File: config.mk
export PLATFORM = sky130hd
export DESIGN_NAME = column_write_arbiter
export DESIGN_NICKNAME = d
export VERILOG_FILES = /design/src/rtl/column_arb_pkg.sv /design/src/rtl/column_write_arbiter_rr_priority2.sv /design/src/rtl/column_write_arbiter.sv
export SDC_FILE = /design/constraint.sdc
export NUM_CORES = 1
export LEC_CHECK = 0
export ABC_AREA = 1
export BUFFER_PORTS_ARGS = -buffer_cell sky130_fd_sc_hd__buf_4
export CAP_MARGIN = 20
export CORE_MARGIN = 3
export CORE_UTILIZATION = 40
export DETAILED_ROUTE_END_ITERATION = 6
export GPL_ROUTABILITY_DRIVEN = 0
export GPL_TIMING_DRIVEN = 0
export PLACE_DENSITY = 0.69
export SLEW_MARGIN = 20
export SYNTH_ARGS = -nofsm -noshare
export SYNTH_HDL_FRONTEND = slang
export SYNTH_HIERARCHICAL = 1
export SYNTH_SLANG_ARGS = --single-unit
File: constraint.sdc
create_clock -name clock -period 6.2 [get_ports clock]
set_input_delay 0.62 -clock clock [delete_from_list [all_inputs] [get_ports clock]]
set_output_delay 0.62 -clock clock [all_outputs]
set_load 0.03 [all_outputs]
File: src/rtl/column_arb_pkg.sv
// Shared widths, parameter defaults and FSM state encoding for the column write arbiter.
package column_arb_pkg;
  localparam int N_COLS_DEF  = 64;
  localparam int TIMEOUT_DEF = 255;
  localparam int COL_W       = 6;
  localparam int ROW_W       = 10;
  localparam int COLOR_W     = 8;
  localparam int CNT_W       = 10;

  typedef enum logic [1:0] {
    ST_IDLE    = 2'd0,
    ST_WAIT    = 2'd1,
    ST_RELEASE = 2'd2,
    ST_FLUSH   = 2'd3
  } arb_state_e;
endpackage

File: src/rtl/column_write_arbiter_rr_priority2.sv
// Two-way round-robin pick: on contention the requester not granted last wins.
module rr_priority2 (
  input  logic req0,
  input  logic req1,
  input  logic last,
  output logic gnt_valid,
  output logic gnt_id
);

  // Grant selection from the current requests and the previous winner.
  always_comb begin
    gnt_valid = req0 | req1;
    if (req0 && req1) begin
      gnt_id = ~last;
    end else if (req1) begin
      gnt_id = 1'b1;
    end else begin
      gnt_id = 1'b0;
    end
  end

endmodule

File: src/rtl/column_write_arbiter.sv
// Arbitrates two pixel-write requesters onto a bank of column memories, handling the
// strobe/acknowledge handshake with per-phase timeouts.
module column_write_arbiter
  import column_arb_pkg::*;
#(
  parameter int N_COLS  = N_COLS_DEF,
  parameter int TIMEOUT = TIMEOUT_DEF
) (
  input  logic               clock,
  input  logic               reset,
  input  logic               req0,
  input  logic               req1,
  input  logic [COL_W-1:0]   col0,
  input  logic [COL_W-1:0]   col1,
  input  logic [ROW_W-1:0]   row0,
  input  logic [ROW_W-1:0]   row1,
  input  logic [COLOR_W-1:0] color0,
  input  logic [COLOR_W-1:0] color1,
  output logic               done0,
  output logic               done1,
  output logic               err0,
  output logic               err1,
  output logic [N_COLS-1:0]  col_select,
  output logic [ROW_W-1:0]   row_select,
  output logic [COLOR_W-1:0] pixel_color,
  input  logic [N_COLS-1:0]  return_sig,
  output logic               busy,
  output logic               grant_id
);

  localparam logic [CNT_W-1:0] CNT_LAST = CNT_W'(TIMEOUT - 1);

  arb_state_e          state_q, state_d;
  logic [CNT_W-1:0]    cnt_q, cnt_d;
  logic [COL_W-1:0]    col_q, col_d;
  logic [ROW_W-1:0]    row_q, row_d;
  logic [COLOR_W-1:0]  color_q, color_d;
  logic                gid_q, gid_d;
  logic                last_q, last_d;
  logic [N_COLS-1:0]   col_sel_q, col_sel_d;
  logic                done0_q, done0_d, done1_q, done1_d;
  logic                err0_q, err0_d, err1_q, err1_d;
  logic                busy_q, busy_d;

  logic                gnt_valid_s, gnt_id_s, ack_s;
  logic [COL_W-1:0]    new_col_s;
  logic [N_COLS-1:0]   new_onehot_s, lat_onehot_s;

  rr_priority2 u_rr (
    .req0      (req0),
    .req1      (req1),
    .last      (last_q),
    .gnt_valid (gnt_valid_s),
    .gnt_id    (gnt_id_s)
  );

  assign new_col_s = gnt_id_s ? col1 : col0;

  // Column decode for the incoming grant and for the latched transfer; out-of-range
  // indices decode to no strobe and can never be acknowledged.
  always_comb begin
    new_onehot_s = '0;
    lat_onehot_s = '0;
    for (int i = 0; i < N_COLS; i++) begin
      new_onehot_s[i] = (new_col_s == COL_W'(i));
      lat_onehot_s[i] = (col_q == COL_W'(i));
    end
  end

  assign ack_s = |(return_sig & lat_onehot_s);

  // Next-state and registered-output logic of the transfer FSM.
  always_comb begin
    state_d   = state_q;
    cnt_d     = cnt_q;
    col_d     = col_q;
    row_d     = row_q;
    color_d   = color_q;
    gid_d     = gid_q;
    last_d    = last_q;
    col_sel_d = '0;
    done0_d   = 1'b0;
    done1_d   = 1'b0;
    err0_d    = 1'b0;
    err1_d    = 1'b0;
    case (state_q)
      ST_IDLE: begin
        if (gnt_valid_s) begin
          if (gnt_id_s) begin
            row_d   = row1;
            color_d = color1;
          end else begin
            row_d   = row0;
            color_d = color0;
          end
          col_d     = new_col_s;
          gid_d     = gnt_id_s;
          last_d    = gnt_id_s;
          col_sel_d = new_onehot_s;
          cnt_d     = '0;
          state_d   = ST_WAIT;
        end else begin
          state_d = ST_IDLE;
        end
      end
      ST_WAIT: begin
        // Acknowledge wins over a coincident timeout so done/err stay exclusive.
        if (ack_s) begin
          if (gid_q) begin
            done1_d = 1'b1;
          end else begin
            done0_d = 1'b1;
          end
          cnt_d   = '0;
          state_d = ST_RELEASE;
        end else if (cnt_q == CNT_LAST) begin
          if (gid_q) begin
            err1_d = 1'b1;
          end else begin
            err0_d = 1'b1;
          end
          cnt_d   = '0;
          state_d = ST_FLUSH;
        end else begin
          cnt_d     = cnt_q + CNT_W'(1);
          col_sel_d = lat_onehot_s;
        end
      end
      ST_RELEASE: begin
        if (!ack_s) begin
          cnt_d   = '0;
          state_d = ST_IDLE;
        end else if (cnt_q == CNT_LAST) begin
          cnt_d   = '0;
          state_d = ST_FLUSH;
        end else begin
          cnt_d = cnt_q + CNT_W'(1);
        end
      end
      ST_FLUSH: begin
        cnt_d   = '0;
        state_d = ST_IDLE;
      end
      default: begin
        cnt_d   = '0;
        state_d = ST_IDLE;
      end
    endcase
    busy_d = (state_d != ST_IDLE);
  end

  // State and output registers with synchronous active-low reset.
  always_ff @(posedge clock) begin
    if (!reset) begin
      state_q   <= ST_IDLE;
      cnt_q     <= '0;
      col_q     <= '0;
      row_q     <= '0;
      color_q   <= '0;
      gid_q     <= 1'b0;
      last_q    <= 1'b1;
      col_sel_q <= '0;
      done0_q   <= 1'b0;
      done1_q   <= 1'b0;
      err0_q    <= 1'b0;
      err1_q    <= 1'b0;
      busy_q    <= 1'b0;
    end else begin
      state_q   <= state_d;
      cnt_q     <= cnt_d;
      col_q     <= col_d;
      row_q     <= row_d;
      color_q   <= color_d;
      gid_q     <= gid_d;
      last_q    <= last_d;
      col_sel_q <= col_sel_d;
      done0_q   <= done0_d;
      done1_q   <= done1_d;
      err0_q    <= err0_d;
      err1_q    <= err1_d;
      busy_q    <= busy_d;
    end
  end

  assign col_select  = col_sel_q;
  assign row_select  = row_q;
  assign pixel_color = color_q;
  assign done0       = done0_q;
  assign done1       = done1_q;
  assign err0        = err0_q;
  assign err1        = err1_q;
  assign busy        = busy_q;
  assign grant_id    = gid_q;

endmodule

==> key figures, run 1 <==
Run status
  – Failing checks: DRC
  – Status: complete, but fails checks

Setup path
  – CP Buf/Inv Count: 5
  – FF-to-FF Start: col_q[2]
  – Crit. End Element: register
  – CP Data Required Time: 6.45 ns
  – Crit-path leading delay family: simple AND/OR/NAND/NOR gates
  – CP max FO: 10
  – Critical path class: register to register
  – Launch point of the worst path: col_q[2]
  – Most Frequent Cell on Critical Path: nand2_1
  – CP max stage delay: 0.46 ns
  – CP arrival: 3.19 ns
  – CP Launch Type: register
  – CP Cell Sequence: inv_2 -> nand2_2 -> nor2_1 -> nand3_1 -> nand2_1 -> inv_1 -> nand2_1 -> nor2_1 -> nand2_1 -> nor2_1 -> nand3_2 -> inv_2 -> buf_6 -> buf_6 -> nand2_1 -> a21oi_1
  – CP max stage cell: dfxtp_1

Routing
  – DRC Markers: 1
  – Drt first-iter violations: 687
  – Remaining antenna violation count: 0
  – DR vias: 7,087
  – Final wirelength: 21,450 um
  – Wire per inst: 15.53 um
  – Initial DRT Pass Iterations: 7
  – Vias/cell: 5.132

Clocking
  – Num CTS Buffers: 9
  – Clk_lat worst skew: 0.36 ns
  – CTS Sinks: 107
  – CTS tree: built
  – CTS root buffer: clkbuf_16
  – Post-CTS Setup Inserts: 0
  – # H-tree levels: 3
  – Hold Buf Count CTS: 0
  – Clk buf depth: 2
  – Post-CTS sizing: 0
  – Reg clk slew, reported paths: 0.08 ns

STA
  – Fin Hold WS: 0.4965 ns
  – Worst-Margin Slew: 0.9339 ns
  – RSZ-0062 raised after global routing: false
  – Setup TNS: 0 ns
  – Final Hold Fails: 0
  – Pins over their slew limit: 0
  – Tmin final: 2.936 ns
  – Final setup vio count: 0
  – Period utilization: 47.35%
  – Final clock skew: 0.008289 ns
  – Fmax: 340.6 MHz
  – Slew HR: 37.51%

Die
  – Die Span X: 129.3 um
  – Row count: 44
  – Io pins: 204
  – Die footprint: 16,710 um2
  – Die H: 129.3 um
  – Initial Util: 41.35%
  – Core area: 14,700 um2

Cells and area
  – Number of antenna diodes: 0
  – Layout cell share with drive strength beyond 1: 21.30%
  – Nets: 1,314
  – Syn-to-layout area delta: 34.07%

Synth
  – Proportion of synthesized flip-flops having asynchronous set or reset: 0%
  – Synth top area share: 35.24%
  – Gate Count Post-Synth: 979
  – Synth area leader: dfxtp_1
  – Unique masters post-synth: 33
  – Seq/Total Area, Yosys: 35.24%
  – Avg Cell Area, Syn: 6.209 um2
  – #FFs+latches synth: 107
  – EDFF count, synth: 0
  – Most area-consuming cells after synthesis: dfxtp_1 (35%), nand2_1 (13%), nand3_1 (12%), inv_1 (8.7%), nor2_1 (8.0%)
  – Synthesized Nets: 1,100
  – Post-synth top flop: dfxtp_1
  – Synthesis Warnings: 6
  – Syn Std Cell Area: 6078 um2

Worst hold path
  – Hold path start: last_q
  – Hold Path Class: register to register

Pwr
  – Power per cell area: 214.5 nW/um2
  – LEAKAGE: 0.003967 uW
  – VDD IR max: 0.1388 mV

Global route
  – Antenna violations before repair: 0
  – Largest net degree at the start of global routing: 19
  – Number of global-route vias before repair: 6,448
  – Gr ovfl total: 0
  – Total GRT Usage: 24.85%
  – First-pass GRT wire length: 32,510 um

Run
  – Max-cap violations: 0

Place
  – DP HPWL: 16,620 um
  – IO buf count: 203
## cells in the final DEF (no fill, tap or decap), types with 2 or more instances in the layout
cell / instances
nor2_2: 8
or2_2: 2
xnor2_1: 2
o22ai_1: 26
buf_1: 3
nor4_1: 7
clkinv_4: 2
o211ai_1: 18
ha_1: 5
nand3_1: 150
inv_2: 6
nor2_1: 129
nor3_1: 26
clkinv_1: 3
inv_1: 141
nand4_1: 5
xor2_1: 6
or2_0: 2
clkbuf_16: 9
buf_6: 3
nand2_1: 206
a21oi_1: 57
dfxtp_1: 107
buf_4: 205
clkbuf_1: 29
or2_1: 2
o21ai_0: 14
buf_2: 10
nand2_2: 4
## report_power, final
group / switching (uW) / total [uW] / internal [uW] / leakage, uW
Sequential: 17.7 / 728 / 711 / 0.000869
Clock: 272 / 600 / 328 / 0.000152
Combinational: 276 / 419 / 143 / 0.00295
## worst min-delay path, delay by kind of cell, from the launching register on
| family | cells | cell delay, ns |
|---|---|---|
| flops | 1 | 0.34 |
| simple gates | 2 | 0.13 |
## layer usage
metal  GRT usage, %  vias to the layer above  wire length (um)
li1               -                     3560                 -
met1          31.88                     3085              8897
met2          40.30                      389              9675
met3          6.719                       53              2229
met4          8.833                        0               646
met5              0                        -                 0
## cell families (layout without fill, tap and decap cells)
group | Yosys count | in the layout | share of synthesized area (%)
AO/OA/AOI/OAI | 117 | 117 | 10.95
XOR/XNOR | 8 | 8 | 1.153
adder cells (fa/ha/maj) | 5 | 5 | 1.029
buffers and inverters | 197 | 415 | 12.87
flip-flops | 107 | 107 | 35.24
AND/OR/NAND/NOR | 545 | 545 | 38.76
## area by class of cell
| cell class | instances | area (um2) |
|---|---|---|
| plain buffers | 47 | 219.0 |
| well taps | 184 | 230.2 |
| fillers | 1504 | 6550 |
| clock inverters | 5 | 72.57 |
| flip-flops and latches | 107 | 2142 |
| inverters | 150 | 563.0 |
| multi-input cells | 675 | 3159 |
| repair buffers | 203 | 1524 |
| clock buffers | 10 | 239.0 |
## through the flow
stage | instance area (um2) | setup slack, ns | std cells | total power (uW) | utilization [%]
6_report | 8149 | 3.264 | 1381 | 1748 | 55.44
2_1_floorplan | 6078 | 3.973 | 979 | 987.2 | -
5_1_grt | 8149 | 3.165 | 1381 | 1824 | 55.44
3_3_place_gp | 7833 | 3.109 | 1366 | 1152 | 53.29
4_1_cts | 8144 | 3.433 | 1381 | 1752 | 55.41
3_5_place_dp | 7833 | 3.088 | 1366 | 1154 | 53.29
## Yosys cell counts, types with 7 or more instances
cell type / n
a21oi_1: 57
buf_2: 10
clkbuf_1: 29
dfxtp_1: 107
inv_1: 141
nand2_1: 206
nand3_1: 150
nor2_1: 129
nor2_2: 8
nor3_1: 26
nor4_1: 7
o211ai_1: 18
o21ai_0: 14
o22ai_1: 26
## sequential cells by signal (all words and copies together) (netlist names), 2 cells and up
| name | cells |
|---|---|
| col_select | 64 |
| cnt_q | 10 |
| row_select | 10 |
| pixel_color | 8 |
| col_q | 6 |
| state_q | 2 |
## path summary, 6_finish.rpt
check	endpoint	slack, ns	cells past startpoint
worst max-delay path	col_select[5]	3.26	16
worst min-delay path	last_q	0.50	2
worst max register to register	col_select[5]	3.26	16
worst min register to register	last_q	0.50	2
No activity file was read; power rests on OpenSTA's default activity.
==> run 2: changes to the inputs <==
--- a/config.mk
+++ b/config.mk
@@ -13,7 +13,7 @@
 export DETAILED_ROUTE_END_ITERATION = 6
 export GPL_ROUTABILITY_DRIVEN = 0
 export GPL_TIMING_DRIVEN = 0
-export PLACE_DENSITY = 0.69
+export PLACE_DENSITY = 0.71
 export SLEW_MARGIN = 20
 export SYNTH_ARGS = -nofsm -noshare
 export SYNTH_HDL_FRONTEND = slang
==> constraint.sdc (replaced) <==
create_clock -name clock -period 2.55 [get_ports clock]
set_input_delay 0.255 -clock clock [delete_from_list [all_inputs] [get_ports clock]]
set_output_delay 0.255 -clock clock [all_outputs]
set_load 0.03 [all_outputs]
==> key figures, run 2 (synthesis results as in run 1) <==
Run status
  – Status: completed

Pwr
  – VDD IR max: 0.3443 mV (+150%)
  – Power per cell area: 504.7 nW/um2 (+140%)
  – LEAKAGE: 0.004021 uW (+1.4%)

Cells and area
  – Sequential cell area: 2152 um2 (+0.47%)
  – Most common cell after layout, fill and taps aside: buf_4
  – Layout cell share with drive strength beyond 1: 24.11% (+2.8 points)
  – Nets: 1,319 (+0.38%)
  – Max FFs per register: 64 (unchanged)
  – Area of the multi-input gates: 3313 um2 (+4.9%)
  – Number of antenna diodes: 0 (unchanged)
  – Fill cells: 1,434 (-4.7%)
  – Fin area: 8349 um2 (+2.5%)
  – Syn-to-layout area delta: 37.36%
  – Commonest non-fill, non-tap cells in the layout: buf_4 (208), nand2_1 (204), nand3_1 (150), inv_1 (141), nor2_1 (115)
  – Layout Cells excl Fill: 1,387 (+0.43%)
  – Core Util, Final: 56.80% (+1.4 points)

Routing
  – Wire per inst: 15.50 um (-0.20%)
  – Vias/cell: 5.220 (+1.7%)
  – Drt first-iter violations: 754 (+9.8%)
  – DRC Markers: 0 (-1)
  – Remaining antenna violation count: 0 (unchanged)
  – DR vias: 7,240 (+2.2%)
  – Initial DRT Pass Iterations: 6 (-1)
  – Final wirelength: 21,500 um (+0.24%)

Clocking
  – CTS root buffer: clkbuf_16
  – Reg clk slew, reported paths: 0.07 ns (about the same)
  – Num CTS Buffers: 9 (unchanged)
  – # H-tree levels: 3 (unchanged)
  – Clk buf depth: 2 (unchanged)
  – CTS Sinks: 107 (unchanged)
  – Clk_lat worst skew: 0.36 ns (about the same)
  – CTS tree: built

Place
  – Dpl cells: 1,366 (unchanged)
  – IO buf count: 203 (unchanged)
  – DP HPWL: 16,630 um (about the same)
  – Cell Area, Placed: 7833 um2 (unchanged)

Die
  – Core area: 14,700 um2 (unchanged)
  – Initial Util: 41.35% (unchanged)
  – Io pins: 204 (unchanged)
  – Row count: 44 (unchanged)
  – Die H: 129.3 um (unchanged)
  – Die Span X: 129.3 um (unchanged)
  – Die footprint: 16,710 um2 (unchanged)

Global route
  – Total GRT Usage: 25.01% (+0.16 points)
  – First-pass GRT wire length: 33,030 um (+1.6%)
  – Gr ovfl total: 0 (unchanged)
  – Number of global-route vias before repair: 6,697 (+3.9%)
  – Largest net degree at the start of global routing: 18 (-1)
  – Antenna violations before repair: 0 (unchanged)

Setup path
  – CP max stage delay: 0.39 ns (-0.07 ns)
  – Critical path class: register to register
  – CP Launch Type: register
  – CP Cell Sequence: inv_1 -> nand2_2 -> nor2_2 -> nand3_1 -> nand2_1 -> nor2_1 -> and2_1 -> nand2_1 -> nor2_4 -> nand2_1 -> nand2_1 -> nand2_1 -> buf_4 -> nand3_1 -> a21oi_1
  – Flop2flop setup slack: 0.15 ns (-3.12 ns)
  – Crit. End Element: register
  – CP arrival: 2.69 ns (-0.50 ns)
  – CP max stage cell: nor2_2
  – CP max FO: 10 (unchanged)
  – CP Data Required Time: 2.84 ns (-3.61 ns)
  – Most Frequent Cell on Critical Path: nand2_1

Worst hold path
  – Hold Path Class: input port to register

STA
  – Pins over their slew limit: 0 (unchanged)
  – Tmin final: 2.403 ns (-0.5334 ns)
  – Final Hold Fails: 0 (unchanged)
  – Fmax: 416.2 MHz (+22%)
  – Worst-Margin Slew: 0.7272 ns (-0.2067 ns)
  – Period utilization: 94.22% (+47 points)
  – Slew HR: 51.01% (+13 points)
  – Final clock skew: 0.008615 ns (+0.0003262 ns)
  – Final setup vio count: 0 (unchanged)

Run
  – Max-cap violations: 0 (unchanged)
[run 2: cell types whose count changed in the layout (fill, tap and decap cells not counted), sizes merged]
cell    previous run  this run
buf              221       225
inv              148       149
clkinv             6         4
bufinv             1         0
clkbuf            39        43
[run 2: routing by layer]
metal / vias up / GRT usage (%) / routed length, um / share of wire (%)
met5: - / 0 / 0 / 0
met3: 67 / 6.513 / 2246 / 10
met2: 418 / 39.79 / 9715 / 45
met1: 3184 / 31.48 / 8712 / 41
met4: 0 / 12.35 / 826 / 3.8
li1: 3571 / - / - / -
[run 2: timing repair]
item | 4_1_cts | 5_1_grt
gates resized for setup | 13 | 44
pin swaps | 0 | 5
hold buffers | 0 | 0
endpoints found under the setup margin | 76 | 77
buffers inserted | 0 | 5
[run 2: final timing paths]
| check | cells past startpoint | to | startpoint |
|---|---|---|---|
| worst max-delay path | 15 | cnt_q[9] | col_q[0] |
| worst min-delay path | 5 | row_select[0] | row0[0] |
| worst max register to register | 15 | cnt_q[9] | col_q[0] |
| worst min register to register | 1 | err0 | grant_id |
[run 2: final cells by class]
cell class / count / share of cell area, %
Multi-Input combinational cell: 675 / 39.68
Timing Repair Buffer: 208 / 18.85
Sequential cell: 107 / 25.78
Clock inverter: 3 / 0.3447
Buffer: 47 / 2.727
Inverter: 150 / 6.744
Clock buffer: 13 / 3.117
Tap cell: 184 / 2.757
[run 2: report_power, final]
group / internal (uW) / total (uW) / switching (uW) / leakage [uW]
registers: 1730 / 1780 / 47.2 / 0.000871
clock network: 729 / 1350 / 623 / 0.000142
logic: 379 / 1080 / 704 / 0.00301
[run 2: critical path: cells and delay by family, from the launching register on]
kind,cells,cell delay [ns]
flip-flops,1,0.35
AO/OA/AOI/OAI,1,0.16
AND/OR/NAND/NOR,12,1.52
buffers and inverters,2,0.30
[run 2: through the flow]
step	hold WS, ns	setup TNS [ns]	setup WS (ns)	power, uW
global placement	0.4732	-7.747	-0.2045	2798
finish	0.2399	0	0.1475	4214
global route	0.2597	-0.02642	-0.02024	4398
CTS	0.2318	0	0.007602	4170
floorplan	0.4432	0	0.6001	2400
detailed placement	0.4668	-8.934	-0.2293	2805
==> run 3: changes to the inputs <==
--- a/config.mk
+++ b/config.mk
@@ -8,12 +8,13 @@
 export ABC_AREA = 1
 export BUFFER_PORTS_ARGS = -buffer_cell sky130_fd_sc_hd__buf_4
 export CAP_MARGIN = 20
+export CELL_PAD_IN_SITES_DETAIL_PLACEMENT = 0
+export CELL_PAD_IN_SITES_GLOBAL_PLACEMENT = 1
 export CORE_MARGIN = 3
-export CORE_UTILIZATION = 40
+export CORE_UTILIZATION = 31
 export DETAILED_ROUTE_END_ITERATION = 6
 export GPL_ROUTABILITY_DRIVEN = 0
-export GPL_TIMING_DRIVEN = 0
-export PLACE_DENSITY = 0.71
+export PLACE_DENSITY = 0.8
 export SLEW_MARGIN = 20
 export SYNTH_ARGS = -nofsm -noshare
 export SYNTH_HDL_FRONTEND = slang
==> key figures, run 3 (synthesis results as in run 1) <==
Global route
  – Number of global-route vias before repair: 6,748 (+0.76%)
  – Gr ovfl total: 0 (unchanged)
  – Antenna violations before repair: 0 (unchanged)
  – GR Util met2: 33.94% (-5.8 points)
  – Largest net degree at the start of global routing: 51 (+33)
  – Busiest layer in global routing: met2
  – Met3 usage: 4.749% (-1.8 points)
  – First-pass GRT wire length: 35,660 um (+8.0%)
  – M1 GR Usage: 27.14% (-4.3 points)
  – Total GRT Usage: 20.81% (-4.2 points)

Pwr
  – Int Pwr: 2914 uW (+2.6%)
  – Power consumption: 4349 uW (+3.2%)
  – Sw Ratio: 32.99% (+0.37 points)
  – Power per cell area: 516.1 nW/um2 (+2.3%)
  – Sw power: 1435 uW (+4.4%)
  – Combinational Power Share: 24.8% (-0.9 points)
  – Clock share of power: 34.4% (+2.3 points)
  – LEAKAGE: 0.004087 uW (+1.7%)
  – VDD IR max: 0.3269 mV (-5.0%)
  – Sequential share of power: 40.8% (-1.4 points)

Routing
  – Initial DRT Pass Iterations: 5 (-1)
  – Remaining antenna violation count: 0 (unchanged)
  – DRC Markers: 0 (unchanged)
  – DR vias: 6,993 (-3.4%)
  – Wire per inst: 15.64 um (+0.89%)
  – Final wirelength: 22,740 um (+5.8%)
  – Vias/cell: 4.809 (-7.9%)
  – Drt first-iter violations: 433 (-43%)

Die
  – Initial Util: 32.07% (-9.3 points)
  – Core area: 18,960 um2 (+29%)
  – Die H: 146.0 um (+13%)
  – Row count: 50 (+14%)
  – Die footprint: 21,320 um2 (+28%)
  – Die Span X: 146.0 um (+13%)
  – Io pins: 204 (unchanged)

STA
  – Setup TNS: 0 ns (unchanged)
  – Fmax: 432.6 MHz (+3.9%)
  – Tmin final: 2.311 ns (-0.09112 ns)
  – Final Hold Fails: 0 (unchanged)
  – Pins over their slew limit: 0 (unchanged)
  – Final setup vio count: 0 (unchanged)
  – Final clock skew: 0.008911 ns (+0.0002965 ns)
  – Worst-Margin Slew: 0.6059 ns (-0.1213 ns)
  – Slew HR: 59.46% (+8.4 points)
  – Final Worst Setup Slack: 0.2386 ns (+0.09112 ns)
  – Period utilization: 90.64% (-3.6 points)
  – RSZ-0062 raised after global routing: false

Setup path
  – CP Launch Type: register
  – Flop2flop setup slack: 0.24 ns (+0.09 ns)
  – CP Data Required Time: 2.78 ns (-0.06 ns)
  – Crit. End Element: register
  – Critical path class: register to register
  – CP arrival: 2.54 ns (-0.15 ns)
  – CP max FO: 26 (+16)

Clocking
  – Num CTS Buffers: 9 (unchanged)
  – Clk buf depth: 2 (unchanged)
  – # H-tree levels: 3 (unchanged)
  – Reg clk slew, reported paths: 0.08 ns (about the same)
  – Clk_lat worst skew: 0.36 ns (about the same)
  – CTS tree: built
  – CTS Sinks: 107 (unchanged)
  – Post-CTS Setup Inserts: 0 (unchanged)
  – CTS root buffer: clkbuf_16

Cells and area
  – Most common cell after layout, fill and taps aside: buf_4
  – Number of antenna diodes: 0 (unchanged)
  – Commonest non-fill, non-tap cells in the layout: buf_4 (243), nand2_1 (202), nand3_1 (150), inv_1 (141), nor2_1 (121)
  – Max FFs per register: 64 (unchanged)
  – Sequential cell area: 2147 um2 (-0.23%)
  – Nets: 1,310 (-0.68%)
  – Layout cell share with drive strength beyond 1: 25.13% (+1.0 points)
  – Fill cells: 2,068 (+44%)
  – Fin area: 8427 um2 (+0.93%)
  – Syn-to-layout area delta: 38.64%
  – Area of the multi-input gates: 3193 um2 (-3.6%)
  – Layout Cells excl Fill: 1,454 (+4.8%)

Run
  – Max-cap violations: 0 (unchanged)

Place
  – IO buf count: 203 (unchanged)
  – DP Worst Slack: 0.08033 ns (+0.3097 ns)
  – Cell Area, Placed: 8073 um2 (+3.1%)
  – Dpl cells: 1,438 (+5.3%)
  – DP HPWL: 17,710 um (+6.5%)

Run status
  – Status: completed

Worst hold path
  – Hold Path Class: input port to register
[run 3: cell types whose count changed in the layout (fill, tap and decap cells not counted), sizes merged]
cell | previous run | this run
clkinvlp | 0 | 1
buf | 225 | 246
inv | 149 | 152
bufinv | 0 | 1
clkinv | 4 | 3
clkbuf | 43 | 9
[run 3: final timing paths]
kind	start	endpoint	cells after the start
worst max-delay path	col_q[0]	col_select[41]	14
worst min-delay path	color0[1]	pixel_color[1]	5
worst max register to register	col_q[0]	col_select[41]	14
worst min register to register	grant_id	err0	1
[run 3: critical path, stage by stage (launching register included)]
cell and delay, ns:
dfxtp_2 0.36, inv_1 0.11, nand2_1 0.15, nor2_1 0.37, nand3_1 0.16, nand2_1 0.10
nor2_1 0.04, and2_1 0.12, nand2_1 0.07, nor2_1 0.07, nand3_2 0.11, buf_4 0.28
o22ai_1 0.13, inv_1 0.07, nor2_1 0.04
[run 3: routing by layer]
layer  part of all wire, %  up-vias
met5                     0        -
met4                   2.4        0
met3                   7.5       34
met2                    47      289
met1                    44     3108
li1                      -     3562
[run 3: power by group through the flow]
stage	Sequential (uW)	Combinational, uW	Clock (uW)
5_1_grt	1780	1170	1600
2_1_floorplan	1890	513	0
6_report	1770	1080	1500
3_5_place_dp	1810	1060	0
4_1_cts	1770	1060	1540
3_3_place_gp	1810	1060	0
[run 3: repair_timing]
action | in CTS | in global routing
hold buffers | 0 | 0
gates resized for setup | 0 | 19
setup endpoints to repair | 0 | 49
[run 3: area by class of cell]
cell class / count / area share [%]
sequential: 107 / 25.48
clock buffer: 9 / 2.673
timing repair buffer: 246 / 22.36
inverter: 150 / 6.682
tap: 260 / 3.860
clock inverter: 7 / 1.054
multi-input combinational: 675 / 37.89
[run 3: stage by stage]
step	hold slack [ns]	utilization, %
global route	0.2423	44.46
floorplan	0.4432	-
global placement	0.4789	42.59
finish	0.2250	44.46
detailed placement	0.4821	42.59
CTS	0.2146	44.24
